**config.mk**
```make
export PLATFORM = sky130hd
export DESIGN_NAME = ins_fetch_ctrl
export DESIGN_NICKNAME = d
export VERILOG_FILES = /design/src/rtl/ins_fetch_ctrl_pkg.sv /design/src/rtl/ins_fetch_ctrl.sv
export SDC_FILE = /design/constraint.sdc
export NUM_CORES = 1
export LEC_CHECK = 0
export CAP_MARGIN = 20
export CORE_MARGIN = 2
export CORE_UTILIZATION = 43
export DETAILED_ROUTE_END_ITERATION = 6
export DONT_BUFFER_PORTS = 1
export SLEW_MARGIN = 5
export SYNTH_ARGS = -nofsm -noshare
export SYNTH_HDL_FRONTEND = slang
export SYNTH_SLANG_ARGS = --single-unit
```
**constraint.sdc**
```tcl
create_clock -name clk -period 4.15 [get_ports clk]
set_input_delay 0.415 -clock clk [delete_from_list [all_inputs] [get_ports clk]]
set_output_delay 0.415 -clock clk [all_outputs]
set_load 0.01 [all_outputs]
```
**src/rtl/ins_fetch_ctrl_pkg.sv**
```systemverilog
// Shared CPU constants for the fetch, decode and ROM blocks.
//   CPU_ADDR_W   : instruction ROM word-address width (64 words)
//   CPU_INS_W    : instruction width
//   CPU_CNT_W    : fetch counter width
//   CPU_HALT_INS : ARM "B ." self-branch; fetching it stops sequencing
//   fetch_state_e: fetch sequencer states
package ins_fetch_ctrl_pkg;

  localparam int unsigned CPU_ADDR_W = 6;
  localparam int unsigned CPU_INS_W  = 32;
  localparam int unsigned CPU_CNT_W  = 16;

  localparam logic [CPU_INS_W-1:0] CPU_HALT_INS = 32'hEAFF_FFFE;

  typedef enum logic [1:0] {
    ST_IDLE  = 2'd0,
    ST_FETCH = 2'd1,
    ST_HALT  = 2'd2
  } fetch_state_e;

endpackage

```
**src/rtl/ins_fetch_ctrl.sv**
```systemverilog
// Instruction-fetch sequencer for the asynchronous-read instruction ROM.
// Owns the PC, drives the ROM address and registers each fetched word into a
// one-entry output stage handshaked to decode (valid/ready).
// Ports:
//   clk, rst             : clock, synchronous active-high reset
//   start                : leave IDLE and begin fetching at current PC
//   rom_addr / rom_ins   : ROM address (= PC) and same-cycle ROM data
//   ins_out/ins_pc/ins_valid/ins_ready : output stage to decode
//   redirect_en/redirect_pc : taken branch; flushes the stage, reloads PC
//   busy / halted        : state is FETCH / HALT
//   wrap                 : one-cycle pulse after the PC wrapped to 0
//   fetch_cnt            : saturating count of fetched words
module ins_fetch_ctrl
  import ins_fetch_ctrl_pkg::*;
#(
  parameter int unsigned          ADDR_W   = CPU_ADDR_W,
  parameter int unsigned          INS_W    = CPU_INS_W,
  parameter logic [ADDR_W-1:0]    RESET_PC = '0,
  parameter logic [INS_W-1:0]     HALT_INS = CPU_HALT_INS,
  parameter int unsigned          CNT_W    = CPU_CNT_W
) (
  input  logic              clk,
  input  logic              rst,
  input  logic              start,
  output logic [ADDR_W-1:0] rom_addr,
  input  logic [INS_W-1:0]  rom_ins,
  output logic [INS_W-1:0]  ins_out,
  output logic [ADDR_W-1:0] ins_pc,
  output logic              ins_valid,
  input  logic              ins_ready,
  input  logic              redirect_en,
  input  logic [ADDR_W-1:0] redirect_pc,
  output logic              busy,
  output logic              halted,
  output logic              wrap,
  output logic [CNT_W-1:0]  fetch_cnt
);

  fetch_state_e      state_q, state_d;
  logic [ADDR_W-1:0] pc_q, pc_d;
  logic [INS_W-1:0]  ins_out_q, ins_out_d;
  logic [ADDR_W-1:0] ins_pc_q, ins_pc_d;
  logic              ins_valid_q, ins_valid_d;
  logic              wrap_q, wrap_d;
  logic              busy_q, halted_q;
  logic [CNT_W-1:0]  cnt_q, cnt_d;

  logic acc, free, fetch, is_halt;

  assign acc     = ins_valid_q & ins_ready;
  assign free    = ~ins_valid_q | ins_ready;
  assign fetch   = (state_q == ST_FETCH) & free & ~redirect_en;
  assign is_halt = (rom_ins == HALT_INS);

  always_comb begin
    state_d     = state_q;
    pc_d        = pc_q;
    ins_out_d   = ins_out_q;
    ins_pc_d    = ins_pc_q;
    ins_valid_d = ins_valid_q;
    wrap_d      = 1'b0;
    cnt_d       = cnt_q;

    if (redirect_en) begin
      // Flush wins over any pending acceptance; target fetched next edge.
      state_d     = ST_FETCH;
      pc_d        = redirect_pc;
      ins_valid_d = 1'b0;
    end else if (fetch) begin
      ins_out_d   = rom_ins;
      ins_pc_d    = pc_q;
      ins_valid_d = 1'b1;
      if (cnt_q != '1) begin
        cnt_d = cnt_q + CNT_W'(1);
      end
      if (is_halt) begin
        // PC stays parked on the halt word's address.
        state_d = ST_HALT;
      end else begin
        pc_d   = pc_q + ADDR_W'(1);
        wrap_d = (pc_q == '1);
      end
    end else begin
      if (acc) begin
        ins_valid_d = 1'b0;
      end
      if (state_q == ST_IDLE && start) begin
        state_d = ST_FETCH;
      end
    end
  end

  always_ff @(posedge clk) begin
    if (rst) begin
      state_q     <= ST_IDLE;
      pc_q        <= RESET_PC;
      ins_out_q   <= '0;
      ins_pc_q    <= '0;
      ins_valid_q <= 1'b0;
      wrap_q      <= 1'b0;
      cnt_q       <= '0;
      busy_q      <= 1'b0;
      halted_q    <= 1'b0;
    end else begin
      state_q     <= state_d;
      pc_q        <= pc_d;
      ins_out_q   <= ins_out_d;
      ins_pc_q    <= ins_pc_d;
      ins_valid_q <= ins_valid_d;
      wrap_q      <= wrap_d;
      cnt_q       <= cnt_d;
      busy_q      <= (state_d == ST_FETCH);
      halted_q    <= (state_d == ST_HALT);
    end
  end

  assign rom_addr  = pc_q;
  assign ins_out   = ins_out_q;
  assign ins_pc    = ins_pc_q;
  assign ins_valid = ins_valid_q;
  assign wrap      = wrap_q;
  assign fetch_cnt = cnt_q;
  assign busy      = busy_q;
  assign halted    = halted_q;

endmodule

```
==> metrics.md, run 1 <==
| Metric | Value |
|---|---|
| Min Tclk post-route | `2050 ps` |
| CTS Sinks | `66` |
| Drt first-iter violations | `100` |
| RSZ-0062 raised after global routing | `no` |
| YS warnings | `0` |
| Port Buffers | `0` |
| Share of power burned in registers | `0.496` |
| DP HPWL | `4280 microns` |
| H-tree levels | `3` |
| Outcome | `finished, violations left` |
| Worst hold-check path type | `in -> reg` |
| Ports | `between 100 and 150` |
| Synthesized instance count | `333` |
| Combinational fraction of design power | `0.048` |
| Max incr delay on CP | `760 ps` |
| Worst skew pair latency | `350 ps` |
| Fmax | `489 MHz` |
| Setup TNS | `0 ps` |
| Register bit total from synthesis | `66` |
| Final Setup Violations | `0` |
| Highest routed layer | `met4` |
| Metal-1 WL | `2840 microns` |
| Worst path slowest cell | `and2_2` |
| Vias in the first global route | `2144` |
| Detailed-route via count | `2265` |
| Drt total wl | `6400 microns` |
| Power Density | `between 400 and 500 nW/um^2` |
| Most used DFF post-synth | `dfxtp_1` |
| Most frequent cells in the layout | `nand2_1 (84), dfxtp_1 (66), a21oi_1 (44)` |
| Post-synthesis async set-or-reset flop share | `0` |
| Initial antenna violation count | `0` |
| Arrival @ worst endpoint | `2290 ps` |
| CTS tree | `done` |
| Count of cell types in the netlist | `53` |
| Total GRT Usage | `0.181` |
| Post-synth net total | `378` |
| Overall Power | `about 1.4 mW` |
| Width of the chip | `85.7 microns` |
| Nets | `371` |
| Metal3 WL | `566 microns` |
| Met2 wire len | `2880 microns` |
| Vias per inst | `~5.6` |
| CP Capture Type | `flop` |
| NetSw | `around 320 uW` |
| Area Growth Syn to Fin | `8.80%` |
| Number of setup buffers added after CTS | `0` |
| Largest net degree at the start of global routing | `66` |
| Core Area | `6420 sq um` |
| GP Congestion | `0.724` |
| Post-Synthesis Cell Area | `approximately 2900 sq um` |
| Die area | `7350 sq um` |
| CTS clk-pin slew, worst paths | `80 ps` |
| Critical path fanouts, max | `45` |
| P_int | `1.07 mW` |
| Failing checks | `DRC` |
| Post-route ant nets | `0` |
| Num CTS Buffers | `9` |
| Post-route insts no fill | `408` |
| Total grt overflow | `0` |
| Final period utilization | `0.493` |
| CTS resizes | `0` |
| Worst Path Required | `4390 ps` |
| Leak | `approximately 1.1 nW` |
| Crit-path cells | `nor3b_4 -> and2_2 -> o2111ai_1 -> xor2_1 -> nor2_1` |
| 1st-pass router iterations | `6` |
| Post-synth EDFFs | `0` |
| Area of the multi-input gates | `between 1000 and 1500 sq um` |
| # DRC | `10` |
| CTS root buf | `clkbuf_8` |
| Slew Limit Fails | `0` |
| Hold Buf Count CTS | `0` |
| WL per Instance | `15.7 microns` |
| Final hold vios | `0` |
| Sequential cell area | `around 1300 sq um` |
| Skew final | `12.4 ps` |
| Share of post-route cells with drive strength above 1 | `0.121` |
| Clock Power Share | `0.456` |
| CP Class | `reg -> reg` |
| Max Cap Violations | `0` |
| Switching part of the total | `0.230` |
| Initial Util | `0.447` |
| First-pass GRT wire length | `~10000 microns` |
| Placed insts | `just under 400` |
| Slew @ Worst Pin | `848 ps` |
| Fillers | `630` |
| Post-synthesis sequential area ratio | `0.460` |
| VDD IR-drop max | `0.239 mV` |
| Startpoint Class | `flop` |
| Antenna cells | `0` |
| Avg Cell Area, Syn | `8.63 sq um` |
| Commonest non-fill, non-tap cell in the layout | `nand2_1` |
| Die Span Y | `about 86 microns` |
| CTS Buffer Depth | `2` |
| Row count | `29` |
| Max_slew headroom | `0.435` |
-- metrics by stage --
| stage | hold slack (ps) | worst slack, ps | area, sq um | util |
|---|---|---|---|---|
| 6_report | 131 | 2100 | 3130 | 0.487 |
| 5_1_grt | 110 | 1910 | 3130 | 0.487 |
| 4_1_cts | 108 | 2070 | 3130 | 0.487 |
| 3_5_place_dp | 487 | 2080 | 2890 | 0.450 |
| 3_3_place_gp | 483 | 2140 | 2890 | 0.450 |
| 2_1_floorplan | 481 | 2490 | 2870 | - |
-- path summary, 6_finish.rpt --
kind	start	endpoint	slack [ps]	cells after the start
worst min register to register	ins_out[16]$_SDFFE_PP0P_	ins_out[16]$_SDFFE_PP0P_	500	2
worst max register to register	state_q[0]$_SDFF_PP0_	fetch_cnt[4]$_SDFFE_PP0P_	2100	5
worst max-delay path	state_q[0]$_SDFF_PP0_	fetch_cnt[4]$_SDFFE_PP0P_	2100	5
worst min-delay path	rst	ins_pc[1]$_SDFFE_PP0P_	130	1
-- logic make-up after synthesis --
group	count (synthesis)	share of synthesized area
xor+xnor	17	0.0518
simple gates	155	0.292
fa+ha+maj	2	0.00871
compound gates	65	0.140
flops	66	0.460
mux	2	0.00697
buf+inv	26	0.0405
-- cells in the mapped netlist, types with 2 or more instances --
| cell type | count | area share |
|---|---|---|
| a211oi_1 | 2 | 0.0052 |
| nor2_1 | 24 | 0.031 |
| nor3_1 | 4 | 0.0070 |
| o2111ai_1 | 3 | 0.0091 |
| dfxtp_1 | 66 | 0.46 |
| xnor2_1 | 11 | 0.034 |
| nand3_1 | 7 | 0.012 |
| nand3b_1 | 2 | 0.0052 |
| buf_4 | 2 | 0.0052 |
| and4_1 | 3 | 0.0091 |
| mux2i_1 | 2 | 0.0070 |
| clkbuf_1 | 13 | 0.017 |
| nand2_1 | 84 | 0.11 |
| ha_1 | 2 | 0.0087 |
| nor4_2 | 5 | 0.022 |
| inv_1 | 7 | 0.0091 |
| xor2_1 | 6 | 0.018 |
| nor4_4 | 2 | 0.015 |
| o21ai_0 | 2 | 0.0035 |
| nand4_1 | 6 | 0.013 |
| buf_2 | 3 | 0.0052 |
| and3_1 | 2 | 0.0044 |
| a21oi_1 | 44 | 0.077 |
| a32oi_1 | 2 | 0.0061 |
-- critical path, delay by kind of cell, from the launching register on --
kind	cells	cell delay (ps)
simple gates	3	1110
xor+xnor	1	180
flops	1	410
compound gates	1	240
-- state kept, by name (all words and copies together), names as in the netlist --
register and flops:
ins_pc 6, fetch_cnt 16, halted 1, busy 1
state_q 2, rom_addr 6, ins_out 32, wrap 1
ins_valid 1
-- per-layer routing --
metal | track usage | vias to the layer above
met3 | 0.0770 | 11
met4 | 0.0808 | 0
li1 | - | 1137
met5 | 0 | -
met1 | 0.220 | 1048
met2 | 0.279 | 69
-- power by group through the flow --
stage	Sequential, mW	Clock [mW]	Combinational [mW]
finish	0.690	0.635	0.0669
global route	0.694	0.682	0.0774
CTS	0.690	0.651	0.0682
detailed placement	0.705	0	0.0680
global placement	0.705	0	0.0667
floorplan	0.698	0	0.0681
-- cell type report --
cell class	instances	area share
timing repair buffer	1	0.00240
multi-input combinational	241	0.460
clock buffer	12	0.0528
sequential	66	0.423
clock inverter	4	0.0232
tap	77	0.0308
inverter	7	0.00841
Note: power is estimated with default switching activity, not from simulation.
==> inputs of run 2 (changes only) <==
==> constraint.sdc (replaced) <==
create_clock -name clk -period 1.7 [get_ports clk]
set_input_delay 0.17 -clock clk [delete_from_list [all_inputs] [get_ports clk]]
set_output_delay 0.17 -clock clk [all_outputs]
set_load 0.01 [all_outputs]
==> run 2 against run 1 <==
The run still ends with DRC left. Clock skew fell by 2.1 ps. Clock power rose by 140%. First-iteration DRC count fell by 23%. Power rose to 2.5 times the previous value. Critical path depth did not move. Sequential power rose by 140%. Critical path type unchanged. Fmax rose by 28%.
==> metrics.md, run 2 (synthesis results as in run 1) <==
| Metric | Value |
|---|---|
| Final period utilization | `0.944` |
| GP Congestion | `0.723` |
| Initial antenna violation count | `0` |
| Drt first-iter violations | `77` |
| Outcome | `finished, violations left` |
| RSZ-0062 raised after global routing | `yes` |
| Worst hold-check path type | `in -> reg` |
| Row count | `29` |
| Die area | `between 7000 and 8000 sq um` |
| Fin util | `0.582` |
| Total grt overflow | `0` |
| # DRC | `10` |
| Post-route insts no fill | `470` |
| CTS tree | `done` |
| First-pass GRT wire length | `11700 microns` |
| Placed insts | `416` |
| Max_slew headroom | `0.631` |
| WL per Instance | `15.6 microns` |
| Worst slack at placement | `79.9 ps` |
| CTS clk-pin slew, worst paths | `70 ps` |
| DP HPWL | `between 4000 and 5000 microns` |
| Power Density | `933 nW/um^2` |
| Sequential cell area | `between 1000 and 1500 sq um` |
| Post-route cell area | `roughly 3700 sq um` |
| Fillers | `580` |
| Port Buffers | `0` |
| Antenna cells | `0` |
| Vias in the first global route | `2453` |
| Min Tclk post-route | `around 1600 ps` |
| Hold WS | `29.7 ps` |
| Max Cap Violations | `0` |
| Setup WS post-layout | `95.0 ps` |
| Area after DPL | `3080 sq um` |
| Largest net degree at the start of global routing | `64` |
| Ports | `107` |
| Worst skew pair latency | `340 ps` |
| Share of post-route cells with drive strength above 1 | `0.173` |
| Skew final | `10.3 ps` |
| Drt total wl | `7320 microns` |
| Detailed-route via count | `roughly 2500` |
| Total GRT Usage | `0.202` |
| Final hold vios | `0` |
| Core Area | `6420 sq um` |
| CP Class | `reg -> reg` |
| Most frequent cells in the layout | `nand2_1 (84), dfxtp_1 (65), a21oi_1 (44)` |
| CP Capture Type | `flop` |
| Nets | `433` |
| Final Setup Violations | `0` |
| Leak | `1.37 nW` |
| Area of the multi-input gates | `1470 sq um` |
| Commonest non-fill, non-tap cell in the layout | `nand2_1` |
| H-tree levels | `3` |
| Initial Util | `0.447` |
| Failing checks | `DRC` |
| Setup TNS | `0 ps` |
| Die Span Y | `85.7 microns` |
| Worst Path Required | `a little under 2000 ps` |
| Startpoint Class | `flop` |
| Area Growth Syn to Fin | `30.1%` |
| Overall Power | `3.48 mW` |
| 1st-pass router iterations | `6` |
| CTS Sinks | `66` |
| CTS root buf | `clkbuf_8` |
| Vias per inst | `approximately 5.4` |
| Critical path fanouts, max | `9` |
| Width of the chip | `85.7 microns` |
| Arrival @ worst endpoint | `around 1800 ps` |
| Max reg flops | `32` |
| CTS Buffer Depth | `2` |
| VDD IR-drop max | `0.348 mV` |
| Slew @ Worst Pin | `553 ps` |
| Fmax | `623 MHz` |
| Post-route ant nets | `0` |
| Num CTS Buffers | `9` |
| Slew Limit Fails | `0` |
==> run 2: layout make-up <==
| class | instances | share of cell area |
|---|---|---|
| sequential | 66 | 0.354 |
| clock buffer | 12 | 0.0415 |
| clock inverter | 4 | 0.0198 |
| inverter | 7 | 0.00703 |
| tap | 77 | 0.0258 |
| timing repair buffer | 63 | 0.159 |
| multi-input combinational | 241 | 0.392 |
==> run 2: power by group <==
part / switching, mW / total (mW) / internal, mW
Combinational: 0.158 / 0.310 / 0.152
Clock: 0.598 / 1.51 / 0.907
Sequential: 0.0655 / 1.67 / 1.60
Total: 0.821 / 3.48 / 2.66
==> run 2: final timing paths <==
kind	end	start	depth (start not counted)	slack (ps)
max	rom_addr[2]$_SDFFE_PP0P_	ins_valid$_SDFFE_PP0P_	5	90
min	busy$_SDFF_PP0_	rst	3	30
max reg2reg	rom_addr[2]$_SDFFE_PP0P_	ins_valid$_SDFFE_PP0P_	5	90
min reg2reg	ins_out[25]$_SDFFE_PP0P_	ins_out[25]$_SDFFE_PP0P_	2	500
==> run 2: critical path: stages, from the launching register on <==
cell,delay [ps]
dfxtp_1,350
nand2b_2,110
nand2_1,100
a211oi_2,460
a211oi_1,180
a2111oi_2,290
==> run 2: what timing repair did <==
item | in CTS | in global routing
endpoints found under the hold margin | 63 | 0
resized for setup | 0 | 7
hold buffers | 37 | 0
setup endpoints to repair | 0 | 21
setup buffers | 0 | 1
==> run 2: metal layers <==
| layer | wire length, microns | vias to the layer above | GRT usage |
|---|---|---|---|
| met5 | 0 | - | 0 |
| met4 | 170 | 0 | 0.107 |
| met3 | 553 | 18 | 0.0568 |
| met2 | 3490 | 95 | 0.322 |
| met1 | 3100 | 1157 | 0.249 |
| li1 | - | 1256 | - |
==> inputs of run 3 (changes only) <==
--- a/config.mk
+++ b/config.mk
@@ -6,11 +6,12 @@
 export NUM_CORES = 1
 export LEC_CHECK = 0
 export CAP_MARGIN = 20
-export CORE_MARGIN = 2
 export CORE_UTILIZATION = 43
+export CTS_BUF_LIST = sky130_fd_sc_hd__clkbuf_2 sky130_fd_sc_hd__clkbuf_4 sky130_fd_sc_hd__clkbuf_8
 export DETAILED_ROUTE_END_ITERATION = 6
 export DONT_BUFFER_PORTS = 1
 export SLEW_MARGIN = 5
 export SYNTH_ARGS = -nofsm -noshare
 export SYNTH_HDL_FRONTEND = slang
 export SYNTH_SLANG_ARGS = --single-unit
+export TNS_END_PERCENT = 50
==> run 3 against run 2 <==
The run now ends clean. Sequential share of layout area up 0.26 points. Count of clock-buffer cells in the layout up 1. Non-clock buffer count is 1 higher. Global-route usage rose by 1.5 points. Clock skew decreased by 6.0 ps. Power fell by 7.6%. Via count up 1.3%. Flip-flop and latch count did not move. Register-to-register slack is essentially flat. Final cell count is the same. First-iteration DRC count is 35% higher. Largest power group unchanged.
==> metrics.md, run 3 (synthesis results as in run 1) <==
| Metric | Value |
|---|---|
| Worst slack at placement | `80.2 ps` |
| Number of setup buffers added after CTS | `0` |
| Nets | `434` |
| Post-route cell area | `3710 sq um` |
| Highest routed layer | `met4` |
| Initial antenna violation count | `0` |
| Metal3 WL | `614 microns` |
| Setup WS post-layout | `103 ps` |
| # DRC | `0` |
| Crit-path cells | `nor3b_4 -> nand3_2 -> nor4_2 -> xnor2_1 -> nor2_1` |
| Final hold vios | `0` |
| Die area | `about 7000 sq um` |
| Fin util | `0.581` |
| Placed insts | `417` |
| Port Buffers | `0` |
| Power Density | `868 nW/um^2` |
| Max Cap Violations | `0` |
| VDD IR-drop max | `0.550 mV` |
| Max reg flops | `32` |
| Worst path slowest cell | `dfxtp_1` |
| Row count | `29` |
| CTS root buf | `clkbuf_8` |
| CTS tree | `done` |
| Post-route ant nets | `0` |
| Vias in the first global route | `2567` |
| H-tree levels | `3` |
| Slew @ Worst Pin | `roughly 470 ps` |
| Total grt overflow | `0` |
| RSZ-0062 raised after global routing | `no` |
| Antenna cells | `0` |
| Hold WS | `around 27 ps` |
| Drt first-iter violations | `104` |
| Post-route insts no fill | `470` |
| Share of post-route cells with drive strength above 1 | `0.170` |
| CP Capture Type | `flop` |
| Fmax | `626 MHz` |
| Largest net degree at the start of global routing | `64` |
| CTS Buffer Depth | `2` |
| Outcome | `complete, no violations` |
| Detailed-route via count | `2558` |
| Num CTS Buffers | `9` |
| Ports | `107` |
| WL per Instance | `15.8 microns` |
| Max incr delay on CP | `390 ps` |
| DP HPWL | `4760 microns` |
| Width of the chip | `83.7 microns` |
| CTS Sinks | `66` |
| Vias per inst | `5.44` |
| Drt total wl | `7420 microns` |
| Worst hold-check path type | `in -> reg` |
| Critical path fanouts, max | `5` |
| Overall Power | `3.22 mW` |
| Area Growth Syn to Fin | `29.1%` |
| Min Tclk post-route | `about 1600 ps` |
| Startpoint Class | `flop` |
| Final Setup Violations | `0` |
| First-pass GRT wire length | `12000 microns` |
| Initial Util | `0.450` |
| Worst Path Required | `1920 ps` |
| Area after DPL | `between 3000 and 4000 sq um` |
| Worst skew pair latency | `340 ps` |
| Skew final | `between 4 and 5 ps` |
| Metal-1 WL | `roughly 3100 microns` |
| CP Class | `reg -> reg` |
| Met2 wire len | `3550 microns` |
| Setup TNS | `0 ps` |
| 1st-pass router iterations | `4` |
| Core Area | `6390 sq um` |
| Commonest non-fill, non-tap cell in the layout | `nand2_1` |
| Max_slew headroom | `0.687` |
| CTS clk-pin slew, worst paths | `70 ps` |
| Leak | `1.36 nW` |
| Most frequent cells in the layout | `nand2_1 (84), dfxtp_1 (65), a21oi_1 (44)` |
| Arrival @ worst endpoint | `between 1500 and 2000 ps` |
| Die Span Y | `83.7 microns` |
| Slew Limit Fails | `0` |
| Total GRT Usage | `0.217` |
| GP Congestion | `0.772` |
| Final period utilization | `0.940` |
run 3: per-layer routing:
metal,global-route usage,vias to the layer above
li1,-,1258
met1,0.250,1194
met2,0.353,94
met3,0.105,12
met4,0.0709,0
met5,0,-
run 3: power by group:
group | leakage [nW] | switching, mW | internal, mW
clock | 0.101 | 0.555 | 0.676
sequential | 0.538 | 0.0662 | 1.60
combinational | 0.719 | 0.162 | 0.156
total | 1.36 | 0.784 | 2.44
run 3: path summary, 6_finish.rpt:
path	startpoint	end	slack, ps	depth (start not counted)
max	state_q[1]$_SDFF_PP0_	fetch_cnt[10]$_SDFFE_PP0P_	100	5
min	redirect_pc[4]	rom_addr[4]$_SDFFE_PP0P_	30	2
max reg2reg	state_q[1]$_SDFF_PP0_	fetch_cnt[10]$_SDFFE_PP0P_	100	5
min reg2reg	ins_out[8]$_SDFFE_PP0P_	ins_out[8]$_SDFFE_PP0P_	500	2
run 3: area by class of cell:
cell class,count,area (sq um)
Clock inverter,2,10.0
Inverter,7,26.3
Tap cell,77,96.3
Timing Repair Buffer,64,609
Multi-Input combinational cell,241,1470
Fill cell,591,2680
Sequential cell,66,1320
Clock buffer,13,179
run 3: what timing repair did:
action	in CTS	in global routing
endpoints found under the setup margin	0	27
resized for setup	0	8
hold buffers	37	1
endpoints found under the hold margin	63	1
run 3: critical path, delay by kind of cell, from the launching register on:
family	cells	cell delay, ps
flops	1	390
xor+xnor	1	160
simple gates	4	930
